### config.mk
export PLATFORM = sky130hd
export DESIGN_NAME = mic1_mem_initiator
export DESIGN_NICKNAME = d
export VERILOG_FILES = /design/src/rtl/mic1_mem_pkg.sv /design/src/rtl/mic1_mem_initiator.sv
export SDC_FILE = /design/constraint.sdc
export NUM_CORES = 1
export LEC_CHECK = 0
export CAP_MARGIN = 20
export CORE_MARGIN = 8
export CORE_UTILIZATION = 25
export CTS_CLUSTER_DIAMETER = 200
export DETAILED_ROUTE_END_ITERATION = 10
export DONT_BUFFER_PORTS = 1
export GPL_ROUTABILITY_DRIVEN = 0
export GPL_TIMING_DRIVEN = 0
export PLACE_DENSITY = 0.49
export SLEW_MARGIN = 20
export SYNTH_ARGS = -nofsm -noshare
export SYNTH_HDL_FRONTEND = slang
export SYNTH_SLANG_ARGS = --single-unit
### constraint.sdc
create_clock -name clk -period 1.8 [get_ports clk]
set_input_delay 0.36 -clock clk [delete_from_list [all_inputs] [get_ports clk]]
set_output_delay 0.36 -clock clk [all_outputs]
set_load 0.05 [all_outputs]
### src/rtl/mic1_mem_pkg.sv
// Shared constants and types for the MIC-1 main-memory initiator.
package mic1_mem_pkg;

    localparam int READ_LATENCY = 1;
    localparam int BYTE_SEL_W   = 2;
    localparam int DATA_W       = 32;

    // Port A operation after rd/wr conflict resolution.
    typedef enum logic [1:0] {
        OP_NONE,
        OP_RD,
        OP_WR
    } mem_op_t;

endpackage

### src/rtl/mic1_mem_initiator.sv
// MIC-1 memory initiator: owns MAR/MDR/PC/MBR and drives the dual-port memory
// (port A word read/write, port B byte fetch) with 1-cycle registered read data.
module mic1_mem_initiator
    import mic1_mem_pkg::*;
#(
    parameter int DATA_W    = mic1_mem_pkg::DATA_W,
    parameter int MEM_WORDS = 512
) (
    input  logic              clk,
    input  logic              rst,
    input  logic [DATA_W-1:0] c_bus,
    input  logic              ld_mar,
    input  logic              ld_mdr,
    input  logic              ld_pc,
    input  logic              rd,
    input  logic              wr,
    input  logic              fetch,
    output logic [DATA_W-1:0] mar,
    output logic [DATA_W-1:0] mdr,
    output logic [DATA_W-1:0] pc,
    output logic [7:0]        mbr,
    output logic [DATA_W-1:0] mbr_sext,
    output logic [DATA_W-1:0] mbr_zext,
    output logic              rd_pending,
    output logic              fetch_pending,
    output logic              protocol_err,
    output logic              err_sticky,
    output logic              wen_A,
    output logic              ren_A,
    output logic              ren_B,
    output logic [DATA_W-1:0] addr_A,
    output logic [DATA_W-1:0] wdata_A,
    output logic [DATA_W-1:0] addr_B,
    input  logic [DATA_W-1:0] rdata_A,
    input  logic [7:0]        rdata_B
);

    localparam logic [DATA_W-1:0] MEM_WORDS_W = DATA_W'(MEM_WORDS);

    logic [DATA_W-1:0] mar_q, mar_d;
    logic [DATA_W-1:0] mdr_q, mdr_d;
    logic [DATA_W-1:0] pc_q, pc_d;
    logic [DATA_W-1:0] fetch_addr_q, fetch_addr_d;
    logic [7:0]        mbr_q, mbr_d;
    logic              rd_pending_q, rd_pending_d;
    logic              fetch_pending_q, fetch_pending_d;
    logic              err_sticky_q, err_sticky_d;

    mem_op_t op;
    logic    issue_fetch;
    logic    perr;
    logic    addr_err;

    // Strobe decode; everything is held quiet while reset is asserted.
    always_comb begin
        op = OP_NONE;
        if (!rst) begin
            if (wr) begin
                op = OP_WR;
            end else if (rd) begin
                op = OP_RD;
            end
        end
        issue_fetch = !rst && fetch && !fetch_pending_q;
        perr = !rst && ((rd && wr) ||
                        (ld_mdr && rd_pending_q) ||
                        (fetch && fetch_pending_q));
        addr_err = ((op != OP_NONE) && (mar_q >= MEM_WORDS_W)) ||
                   (issue_fetch && ((pc_q >> BYTE_SEL_W) >= MEM_WORDS_W));
    end

    always_comb begin
        mar_d           = ld_mar ? c_bus : mar_q;
        pc_d            = ld_pc ? c_bus : pc_q;
        mdr_d           = mdr_q;
        // Returning read data has priority over a datapath load of MDR.
        if (rd_pending_q) begin
            mdr_d = rdata_A;
        end else if (ld_mdr) begin
            mdr_d = c_bus;
        end
        mbr_d           = fetch_pending_q ? rdata_B : mbr_q;
        rd_pending_d    = (op == OP_RD);
        fetch_pending_d = issue_fetch;
        fetch_addr_d    = issue_fetch ? pc_q : fetch_addr_q;
        err_sticky_d    = err_sticky_q || perr || addr_err;
    end

    always_ff @(posedge clk) begin
        if (rst) begin
            mar_q           <= '0;
            mdr_q           <= '0;
            pc_q            <= '0;
            fetch_addr_q    <= '0;
            mbr_q           <= '0;
            rd_pending_q    <= 1'b0;
            fetch_pending_q <= 1'b0;
            err_sticky_q    <= 1'b0;
        end else begin
            mar_q           <= mar_d;
            mdr_q           <= mdr_d;
            pc_q            <= pc_d;
            fetch_addr_q    <= fetch_addr_d;
            mbr_q           <= mbr_d;
            rd_pending_q    <= rd_pending_d;
            fetch_pending_q <= fetch_pending_d;
            err_sticky_q    <= err_sticky_d;
        end
    end

    assign mar           = mar_q;
    assign mdr           = mdr_q;
    assign pc            = pc_q;
    assign mbr           = mbr_q;
    assign mbr_sext      = {{(DATA_W-8){mbr_q[7]}}, mbr_q};
    assign mbr_zext      = {{(DATA_W-8){1'b0}}, mbr_q};
    assign rd_pending    = rd_pending_q;
    assign fetch_pending = fetch_pending_q;
    assign protocol_err  = perr;
    assign err_sticky    = err_sticky_q;

    assign wen_A   = (op == OP_WR);
    assign ren_A   = (op == OP_RD);
    assign ren_B   = issue_fetch;
    assign addr_A  = mar_q;
    assign wdata_A = mdr_q;
    // Outside the issue cycle the latched fetch address keeps the byte select stable.
    assign addr_B  = issue_fetch ? pc_q : fetch_addr_q;

endmodule
# Yosys cells after proc, flatten, opt, wreduce, memory -nomap -nowiden
# Index checks and enable logic that the tools add are counted.
dict set report word_totals {
  register_bits 139
  mem_count 0
  mem_bits_ro 0
  ramBits 0
  elab_cells 35
  input_bits 80
  latchBits 0
}
dict set report classes {
  eq_ne 2
  mux 6
  reduce_logical 17
  n_shift 0
  bitwise_logic 0
  add_sub_neg 0
  n_lt_le_gt_ge 2
  div 0
  mul 0
}
# op count
set ops {}
lappend ops {{$mux W32} 3}
lappend ops {{$ge A32 B10 Y1 const B} 1}
lappend ops {{$ge A30 B10 Y1 const B} 1}
lappend ops {{$logic_and A1 B1 Y1} 8}
lappend ops {{$logic_or A1 B1 Y1} 5}
lappend ops {{$mux W2} 2}
lappend ops {{$reduce_bool A2 Y1} 2}
lappend ops {{$eq A2 B1 Y1 const B} 1}
lappend ops {{$eq A2 B2 Y1 const B} 1}
lappend ops {{$logic_not A1 Y1} 2}
lappend ops {{$mux W1} 1}

# Longest topological paths before layout
dict set report depth {
  ltp_word 7
  depth_mapped 6
}

# Worst setup path before layout
# Ideal clock, no wire load.
dict set report synth_path {
  path_type {input to output}
  start {input port rst}
  end {output port ren_A}
  path_buffers 2
  path_stages 3
  t_arrival_ns 1.855
  required_time_ns 1.440
  slack_ns -0.415
  path_cell_list {buf_6 -> clkbuf_1 -> nor3b_1}
}
dict set report synth_via {
  elab_chain_len 2
}
# item line
set synth_lines {}
lappend synth_lines {{start, declared} mic1_mem_initiator.sv:10} ;# input logic rst,
lappend synth_lines {{$mux W2} mic1_mem_initiator.sv:57} ;# if (!rst) begin
lappend synth_lines {{$eq A2 B1 Y1} mic1_mem_initiator.sv:123} ;# assign ren_A = (op == OP_RD);
lappend synth_lines {{end, declared} mic1_mem_initiator.sv:29} ;# output logic ren_A,
# Every way passes these cells.

# Worst setup path after layout
dict set report layout_path {
  start {register fetch_pending_q, in the netlist fetch_pending}
  end {output port addr_B[30]}
}
dict set report layout_via {
  elab_chain_len 3
}
# item line
set layout_lines {}
lappend layout_lines {{start, declared} mic1_mem_initiator.sv:46} ;# logic fetch_pending_q, fetch_pending_d;
lappend layout_lines {{start signal, assigned} mic1_mem_initiator.sv:106} ;# fetch_pending_q <= fetch_pending_d;
lappend layout_lines {{$logic_not A1 Y1} mic1_mem_initiator.sv:64} ;# issue_fetch = !rst && fetch && !fetch_pending_q;
lappend layout_lines {{$logic_and A1 B1 Y1} mic1_mem_initiator.sv:64}
lappend layout_lines {{named net ren_B} mic1_mem_initiator.sv:30} ;# output logic ren_B,
lappend layout_lines {{$mux W32} mic1_mem_initiator.sv:128} ;# assign addr_B = issue_fetch ? pc_q : fetch_addr_q;
lappend layout_lines {{end, declared} mic1_mem_initiator.sv:33} ;# output logic [DATA_W-1:0] addr_B,
# The timed path passes the listed nets, and every way through them passes these cells.

==> results.yml <==
detailed_routing:
  drtPass1Iterations: 4
  drc: 0
  wl_per_cell_um: 22.2
  antenna_left: 0
  vias_per_cell: 4.24
  drt-total-wl_um: 23600
  vias: 4513
  drtIter0Drc: 176
cells_and_area:
  fin_cells: 1065
  area_growth_pct: 20.0
  antennaDiodeCount: 0
  seqCellArea_mm2: 0.00285
  drive_above_1_share: 0.374
  nets: 797
  fillers: 2733
  design_area_mm2: 0.00783
  multi_input_area_mm2: 0.00274
yosys:
  synth_mux_area_frac: 0.231
  synthAdderAreaFrac: 0
  synth_compound_area_frac: 0.0291
  synth_area_mm2: 0.00653
  synth_top_family_by_area: "multiplexers"
  synthCells: 671
  synth.distinct_cells: 24
  ys_seq_elements: 139
  seq_area_frac_synth: 0.426
  ys_warn_count: 0
  synth_simple_gate_area_frac: 0.137
  synth_area_per_cell_um2: 9.72
  synth_xor_area_frac: 0
setup_path:
  worstPathMaxFanout: 10
  cp-start-kind: "flop"
  critPathKind: "flop to output port"
  cp_data_required_time_ns: 1.44
  worstSetupEndpointType: "output port"
  crit_arrival_ns: 1.82
place:
  placed_area_mm2: 0.00706
  io_buffer_count: 0
  dp_hpwl_um: 18100
  pre_cts_slack_ns: -0.656
  dp_cells: 1029
run_status:
  violations: "setup timing"
  status: "complete, but fails checks"
floorplan:
  core_area_mm2: 0.0258
  io-pin-count: 351
  die_h_um: 178
  start_util: 0.253
  num_rows: 59
  die_area_mm2: 0.0315
  die_x_um: 178
sta:
  period_needed_ns: 2.18
  max_freq_mhz: 459
  worst_pin_slew_ns: 0.794
  relSlewSlack: 0.470
  finalSetupViolations: 33
  hold_viol_final: 0
  whs_ns: 0.0811
  skew_ns: 0.0136
  drv_slew: 0
  fin_ws_ns: -0.380
  period_share: 1.21
  rsz0062_at_grt: "yes"
  timing.setup.tns_ns: -11.86
power:
  ir_drop_uv: 409
  p_leak_uw: 0.00373
  powerDensity_mw_per_mm2: 1170
global_routing:
  grt_pass1_wl_um: 33000
  grt_pass1_vias: 4524
  gr-usage-met2: 0.237
  antenna_found_initial: 0
  use_met1: 0.170
  grt_max_degree: 29
  overflow: 0
  grt-busiest-layer: "met2"
  grt_use_total: 0.143
  use_met3: 0.0528
min_path:
  hold_path.class: "input pin to flop"
job:
  max_cap_viol_count: 0
clocking:
  cts_tree: "built"
  clockRootBuffer: "clkbuf_16"
  clkTransAtPathRegs_ns: 0.07
  htreeDepth: 4
  clock-sinks: 139
  numCtsBuffers: 17
  clock_latency_ns: 0.42
  cts_buffer_depth: 2
==> Yosys cell counts <==
| cell type | n | area [um2] |
|---|---|---|
| dfxtp_1 | 139 | 2780 |
| nor2_1 | 139 | 522 |
| buf_4 | 128 | 961 |
| mux2i_1 | 104 | 1040 |
| a21oi_1 | 32 | 160 |
| and2b_1 | 28 | 210 |
| mux2_4 | 28 | 420 |
| clkbuf_1 | 24 | 90.1 |
| buf_2 | 10 | 50.1 |
| nor4_1 | 9 | 56.3 |
| nor2b_1 | 5 | 31.3 |
| buf_6 | 4 | 45.0 |
| mux2_2 | 4 | 45.0 |
| nand2_1 | 4 | 15.0 |
| nor3b_1 | 3 | 22.5 |
| nor3_1 | 2 | 10.0 |
| a222oi_1 | 1 | 10.0 |
| a31oi_1 | 1 | 6.26 |
| buf_1 | 1 | 3.75 |
| conb_1 | 1 | 3.75 |
| nand4_1 | 1 | 6.26 |
| nor3b_4 | 1 | 18.8 |
| o21ai_0 | 1 | 5.00 |
| o32ai_1 | 1 | 8.76 |
==> metal layers <==
| layer | up-vias | share of wire | routed length, um |
|---|---|---|---|
| met5 | - | 0 | 0 |
| met4 | 0 | 0.011 | 268 |
| met3 | 11 | 0.091 | 2150 |
| met2 | 199 | 0.48 | 11400 |
| met1 | 2143 | 0.41 | 9790 |
| li1 | 2160 | - | - |
==> state kept, by name, summed over array words and instances (netlist names) <==
signal and count:
addr_A 32, err_sticky 1, fetch_addr_q 32, fetch_pending 1
mbr 8, mdr 32, pc 32, rd_pending 1
==> report_power, final <==
group          internal [uW]  total, uW  switching (uW)
logic                    506       1640            1140
clock network           2000       3560            1550
registers               3250       3970             712
total                   5760       9160            3400
==> cells by family (layout without fill, tap and decap cells) <==
logic type / after synthesis / after routing
multiplexers: 136 / 136
AO/OA/AOI/OAI: 36 / 36
buffers and inverters: 167 / 203
AND/OR/NAND/NOR: 192 / 192
other: 1 / 24
flip-flops: 139 / 139
==> area by class of cell <==
class | count | area share
sequential | 139 | 0.364
multi-input combinational | 388 | 0.350
buffer | 167 | 0.152
clock buffer | 18 | 0.0561
tap | 335 | 0.0535
clock inverter | 14 | 0.0190
timing repair buffer | 4 | 0.00575
==> final timing paths <==
kind / start / to / slack, ns / cells after the start
setup / recovery: fetch_pending$_SDFF_PP0_ / addr_B[30] / -0.38 / 4
hold / removal: rdata_A[16] / mdr[16]$_SDFFE_PP0P_ / 0.08 / 2
setup reg to reg: fetch_pending$_SDFF_PP0_ / fetch_addr_q[9]$_SDFF_PP0_ / 0.11 / 5
hold reg to reg: addr_A[4]$_SDFFE_PP0P_ / addr_A[4]$_SDFFE_PP0P_ / 0.66 / 2
==> worst max-delay path: stages (launching register included) <==
cell and delay [ns]:
dfxtp_4 0.41, nor3b_4 0.22, buf_12 0.16, buf_16 0.17, mux2_4 0.41
==> cell usage in the layout, fill, tap and decap left out <==
master         instances
dfxtp_1               89
nor2_4                 1
clkinv_4               2
nor4_2                 1
clkbuf_1              17
nor3b_4                2
clkbuf_16             17
nor4_4                 1
inv_6                  6
dlygate4sd3_1          1
buf_8                  3
a31oi_1                1
o32ai_1                1
dfxtp_4                2
nor3b_1                2
a222oi_1               1
clkbuf_2               7
nor2b_2                1
mux2i_1              104
dfxtp_2               48
and2b_1               28
mux2_4                32
buf_16                 1
nor2_1               138
nand2_1                4
clkbuf_8               1
o21ai_0                1
nand4_1                1
conb_1                24
a21oi_1               32
nor3_1                 2
buf_2                 10
inv_8                  3
nor4_1                 7
clkinvlp_4             2
bufinv_16              1
nor2b_1                4
buf_4                131
buf_12                 1
==> metrics by stage <==
stage	util	total power, uW
finish	0.303	9160
global route	0.303	9570
CTS	0.302	9330
detailed placement	0.273	5670
global placement	0.273	5660
floorplan	-	5370
==> timing repair <==
action / CTS / global route
pin swaps: 3 / 0
buffers inserted: 3 / 0
hold endpoints to repair: 1 / 0
hold buffers: 1 / 0
cloned: 0 / 0
gates resized for setup: 55 / 18
setup endpoints to repair: 167 / 65
No activity file was read; power rests on OpenSTA's default activity.
